$ cat src/rtl/bcd_pkg.sv
// Shared BCD constants, the digit type and the decimal-to-BCD helper used for the terminal compare.
package bcd_pkg;

  localparam logic [3:0] BCD_MAX_DIGIT = 4'd9;

  typedef logic [3:0] bcd_digit_t;

  // Up to four decimal digits, units in bits [3:0].
  function automatic logic [15:0] dec2bcd(input int unsigned value);
    logic [15:0] r;
    int unsigned v;
    r = '0;
    v = value;
    for (int i = 0; i < 4; i++) begin
      r[4*i +: 4] = 4'(v % 10);
      v = v / 10;
    end
    return r;
  endfunction

endpackage

$ cat src/rtl/bcd_digit.sv
// One BCD counter cell: steps 0..9 on inc_in and zeroes on rst/clr/load_zero.
// Updates on the edge inc_in is seen; carry_out is combinational, with no backpressure.
module bcd_digit
  import bcd_pkg::*;
(
  input  logic       clk,
  input  logic       rst,
  input  logic       clr,
  input  logic       inc_in,
  input  logic       load_zero,
  output logic [3:0] q,
  output logic       carry_out
);

  bcd_digit_t q_inc;

  assign q_inc     = (q == BCD_MAX_DIGIT) ? '0 : q + 4'd1;
  assign carry_out = inc_in & (q == BCD_MAX_DIGIT);

  always_ff @(posedge clk) begin
    if (rst || clr || load_zero) begin
      q <= '0;
    end else if (inc_in) begin
      q <= q_inc;
    end
  end

endmodule

$ cat src/rtl/bcd_up_counter.sv
// Multi-digit BCD up counter with prescaled auto ticks or synchronised push-button steps.
// Digits, tick and wrap register on the request edge; en=0 freezes it and drops requests, no queueing.
module bcd_up_counter
  import bcd_pkg::*;
#(
  parameter int DIGITS    = 2,
  parameter int PRESCALE  = 50_000_000,
  parameter int MAX_COUNT = 99
) (
  input  logic                clk,
  input  logic                rst,
  input  logic                en,
  input  logic                clr,
  input  logic                step_mode,
  input  logic                step,
  output logic [4*DIGITS-1:0] bcd,
  output logic                tick,
  output logic                wrap
);

  localparam int                  PW         = $clog2(PRESCALE);
  localparam logic [PW-1:0]       PRESC_LAST = PW'(PRESCALE - 1);
  localparam logic [15:0]         MAX_ALL    = dec2bcd(MAX_COUNT);
  localparam logic [4*DIGITS-1:0] MAX_BCD    = MAX_ALL[4*DIGITS-1:0];

  logic [PW-1:0] presc;
  logic          step_s1, step_s2, step_s3;
  logic          step_rise;
  logic          auto_req, man_req, inc_req;
  logic          at_max, wrap_now, top_carry, zero_all;

  // Two-flop synchroniser; step_s3 only remembers the previous synchronised level.
  always_ff @(posedge clk) begin
    if (rst) begin
      step_s1 <= 1'b0;
      step_s2 <= 1'b0;
      step_s3 <= 1'b0;
    end else begin
      step_s1 <= step;
      step_s2 <= step_s1;
      step_s3 <= step_s2;
    end
  end

  assign step_rise = step_s2 & ~step_s3;

  always_ff @(posedge clk) begin
    if (rst || clr) begin
      presc <= '0;
    end else if (en) begin
      if (step_mode || presc == PRESC_LAST) begin
        presc <= '0;
      end else begin
        presc <= presc + 1'b1;
      end
    end
  end

  assign auto_req = ~step_mode & (presc == PRESC_LAST);
  assign man_req  = step_mode & step_rise;
  assign inc_req  = ~rst & ~clr & en & (auto_req | man_req);

  assign at_max   = (bcd == MAX_BCD);
  assign wrap_now = inc_req & at_max;
  // All-nines below MAX_COUNT is unreachable; zeroing on it keeps every nibble legal regardless.
  assign zero_all = wrap_now | top_carry;

  for (genvar i = 0; i < DIGITS; i++) begin : g_dig
    logic cin, cout;
    if (i == 0) begin : g_first
      assign cin = inc_req;
    end else begin : g_next
      assign cin = g_dig[i-1].cout;
    end

    bcd_digit u_digit (
      .clk       (clk),
      .rst       (rst),
      .clr       (clr),
      .inc_in    (cin),
      .load_zero (zero_all),
      .q         (bcd[4*i +: 4]),
      .carry_out (cout)
    );
  end

  assign top_carry = g_dig[DIGITS-1].cout;

  always_ff @(posedge clk) begin
    if (rst || clr) begin
      tick <= 1'b0;
      wrap <= 1'b0;
    end else begin
      tick <= inc_req;
      wrap <= wrap_now;
    end
  end

endmodule

$ cat config.mk
export PLATFORM = sky130hd
export DESIGN_NAME = bcd_up_counter
export DESIGN_NICKNAME = d
export VERILOG_FILES = /design/src/rtl/bcd_pkg.sv /design/src/rtl/bcd_digit.sv /design/src/rtl/bcd_up_counter.sv
export SDC_FILE = /design/constraint.sdc
export NUM_CORES = 1
export LEC_CHECK = 0
export ABC_AREA = 1
export BUFFER_PORTS_ARGS = -buffer_cell sky130_fd_sc_hd__buf_2
export CAP_MARGIN = 20
export CORE_UTILIZATION = 65
export CTS_BUF_LIST = sky130_fd_sc_hd__clkbuf_4 sky130_fd_sc_hd__clkbuf_8
export DETAILED_ROUTE_END_ITERATION = 12
export PLACE_DENSITY = 0.95
export SLEW_MARGIN = 10
export SYNTH_ARGS = -nofsm -noshare
export SYNTH_HDL_FRONTEND = slang
export SYNTH_SLANG_ARGS = --single-unit
$ cat constraint.sdc
create_clock -name clk -period 2.5 [get_ports clk]
set_clock_uncertainty 0.2 [all_clocks]
set_input_delay 0.125 -clock clk [delete_from_list [all_inputs] [get_ports clk]]
set_output_delay 0.125 -clock clk [all_outputs]
set_load 0.02 [all_outputs]
==> metrics.md <==
| Metric | Value |
|---|---|
| Nets | 319 |
| Tmin final | 1.989 ns |
| Hold Crit Depth | 6 |
| Register area share after synthesis | 0.3838 |
| Tcrit/Tclk final | 0.7958 |
| Area contributors post-synth | dfxtp_1 38%, nor2_1 11%, nand2_1 11% |
| Met1 usage | 0.3173 |
| Max Clock Freq | 0.5027 GHz |
| Portion of netlist area occupied by mux cells | 0 |
| Cell Pwr Density | 444.8 nW/um2 |
| Yosys warns | 0 |
| Adder-Cell Fraction of Synth Area | 0.006150 |
| Synthesized area per cell | 7.089 um2 |
| Count leader, synth | nor2_1 |
| Die height | 57.95 um |
| Later-pin clock latency in the skew report | 0.34 ns |
| # diodes | 0 |
| Worst-path clk slew | 0.11 ns |
| Worst Path Required | 2.53 ns |
| Worst Hold Class | in2reg |
| TNS Setup | 0 ns |
| First-pass DRT Iterations | 4 |
| CTS tree | built |
| Reg2reg start | presc[14] |
| Via count | 1817 |
| Area of the mapped netlist | 2034 um2 |
| Unique masters post-synth | 32 |
| Number of antenna violations at the first check in global routing | 0 |
| Leak | 0.8699 nW |
| Final-report setup violation count | 0 |
| First-pass GRT wire length | 6975 um |
| Simple-Gate Fraction of Synth Area | 0.4034 |
| Final GP Congestion | 0.9051 |
| # rows | 19 |
| H-tree lvl count | 2 |
| Crit path max fanout | 9 |
| Final hold viol count | 0 |
| First DRT Iteration DRCs | 57 |
| Grt met2 use | 0.4631 |
| Post-synth EDFFs | 0 |
| Largest family of logic cells by synthesized area | simple AND/OR/NAND/NOR gates |
| Post-synthesis xor/xnor area fraction | 0.06027 |
| Die Span X | 57.95 um |
| Worst-margin pin slew | 0.5083 ns |
| Congestion Overflow GR | 0 |
| Worst Setup Slack, final | 0.5106 ns |
| Clk root buf | clkbuf_4 |
| Io pins | 16 |
| Grt met3 use | 0.06696 |
| Reg2reg setup slack | 0.58 ns |
| Peak supply drop | 0.3684 mV |
| Cells after synthesis | 287 |
| Unrepaired setup endpoints after global routing | false |
| Internal power | 0.7711 mW |
| GRT busiest layer | met2 |
| Switching Share | 0.2243 |
| Status | finished, final reports clean |
| Setup crit start | rst |
| Core Area | 2853 um2 |
| RR Endpoint | g_dig[1].u_digit.q[2] |
| Slew headroom | 0.6575 |
| Worst Hold Launch | step_mode |
| Initial core utilization | 0.7132 |
| Layout cells sized above 1 | 0.1693 |
| Placed insts | 332 |
| Fin cells | 344 |
| Max Slew Vio Count | 0 |
| Clock sinks | 39 |
| Detailed-route DRC error count | 0 |
| Synth top cells by count | 61 x nor2_1, 58 x nand2_1, 39 x dfxtp_1, 37 x inv_1, 13 x nand3_1 |
| Vias in the first global route | 1720 |
| CTS Buf Count | 5 |
| Pre-CTS setup slack | 0.6318 ns |
| Worst Setup Path Type | in2reg |
| Post-CTS Resized | 0 |
| Synth top area share | 0.3838 |
| DR WL/cell | 11.40 um |
| Max_cap viols | 0 |
| Clock power share | 0.327 |
| Die area | 3358 um2 |
| Combinational Power Share | 0.043 |
| Post-DP HPWL | 2904 um |
| Vias per cell | 5.282 |
| Flop pwr share | 0.630 |
| Crit path DAT | 2.02 ns |
| Synth Register Bits | 39 |
| Worst Reg-to-Reg Cells | 9 |
| Synth Net Count | 294 |
| Routed Wire Length | 3922 um |
| Compound-gate portion of the synthesized area | 0.06089 |
| Area delta synth->final | 9.840% |
| Post-route antenna net violation count | 0 |
| Post-synth top area cell | dfxtp_1 |
| Hold Path Sink | presc[19] |
| Worst setup SP type | primary input |
| Synth Flop Type | dfxtp_1 |
| Number of fill cells in the layout | 186 |
| Net Sw Power | 0.2230 mW |
| Overall routing resource usage | 0.2703 |
| Post-synth ARST share | 0 |
| Clock Tree Buf Depth | 2 |
| I/O Buffers | 15 |
| Largest net degree at the start of global routing | 19 |
| Element type at the critical path end | register |
==> critical path, cell delays in order <==
cell and delay, ns:
dlygate4sd3_1 0.55, buf_2 0.15, nor2_1 0.22, inv_1 0.13
nor2_1 0.24, nand4_4 0.21, o21ai_4 0.29, nor2_1 0.09
==> kinds of logic after synthesis <==
| kind of cell | count (synthesis) |
|---|---|
| fa+ha+maj | 1 |
| buf+inv | 44 |
| flops | 39 |
| compound gates | 19 |
| xor+xnor | 14 |
| simple gates | 170 |
==> power groups by stage <==
stage	Clock (mW)	Combinational, mW	Sequential (mW)
global route	0.356	0.0480	0.627
global placement	0	0.0362	0.640
CTS	0.332	0.0419	0.626
floorplan	0	0.0254	0.641
finish	0.325	0.0426	0.626
detailed placement	0	0.0371	0.641
==> flip-flops by register name, indices dropped and copies added, names as in the netlist <==
name             flops
step_s3              1
step_s1              1
wrap                 1
g_dig.u_digit.q      8
step_s2              1
tick                 1
presc               26
==> final cells by class <==
class                      count  area [um2]  area share
sequential                    39       780.7      0.3494
inverter                      43       162.7     0.07279
tap                           31       38.79     0.01736
clock buffer                   7       52.55     0.02352
clock inverter                 1       5.005    0.002240
timing repair buffer          19       115.1     0.05151
multi-input combinational    204        1080      0.4832
==> worst max-delay path by stage <==
stage	endpoint	slack, ns
6_report	g_dig[1].u_digit.q[2]	0.51
5_1_grt	g_dig[1].u_digit.q[2]	0.35
4_1_cts	g_dig[1].u_digit.q[2]	0.54
3_5_place_dp	g_dig[1].u_digit.q[2]	0.63
3_3_place_gp	g_dig[1].u_digit.q[3]	0.67
2_1_floorplan	g_dig[0].u_digit.q[1]	0.83
==> layout by cell type, fill, tap and decap left out <==
master	instances
and3_1	2
nand4_4	1
dfxtp_1	39
xnor2_1	3
o21bai_1	1
a21oi_1	8
buf_2	15
clkinv_2	2
o21ai_4	1
nand2_1	58
nand3_1	13
a21oi_4	1
nor2_4	5
o31ai_1	1
nor2_2	1
inv_1	37
nor3_1	6
nor3_2	2
a31oi_1	1
nand4_1	5
nor4_1	1
nor2_1	61
xor2_1	11
ha_1	1
nand3_4	1
nand2_2	7
clkbuf_4	7
nor2_8	1
nor3b_1	2
or2_2	3
inv_2	5
nand3_2	1
o21ai_0	6
dlygate4sd3_1	4
==> through the flow <==
step / instance area (um2) / hold WS [ns] / power (mW) / utilization
3_3_place_gp: 2137 / 0.1376 / 0.6765 / 0.7491
2_1_floorplan: 2034 / -0.003824 / 0.6662 / -
3_5_place_dp: 2137 / 0.1410 / 0.6778 / 0.7491
4_1_cts: 2235 / 0.06643 / 1.000 / 0.7833
5_1_grt: 2235 / 0.08738 / 1.031 / 0.7833
6_report: 2235 / 0.06981 / 0.9940 / 0.7833
==> layer usage <==
metal / up-vias / wire [um]
met5: - / 0
met4: 0 / 59
met3: 8 / 204
met2: 49 / 1910
met1: 815 / 1747
li1: 945 / -
==> what timing repair did <==
| item | 4_1_cts | 5_1_grt |
|---|---|---|
| hold buffers | 4 | 0 |
| buffers inserted | 0 | 0 |
| setup endpoints to repair | 0 | 0 |
| hold endpoints to repair | 13 | 0 |
Power figures use the tool's default switching activity.
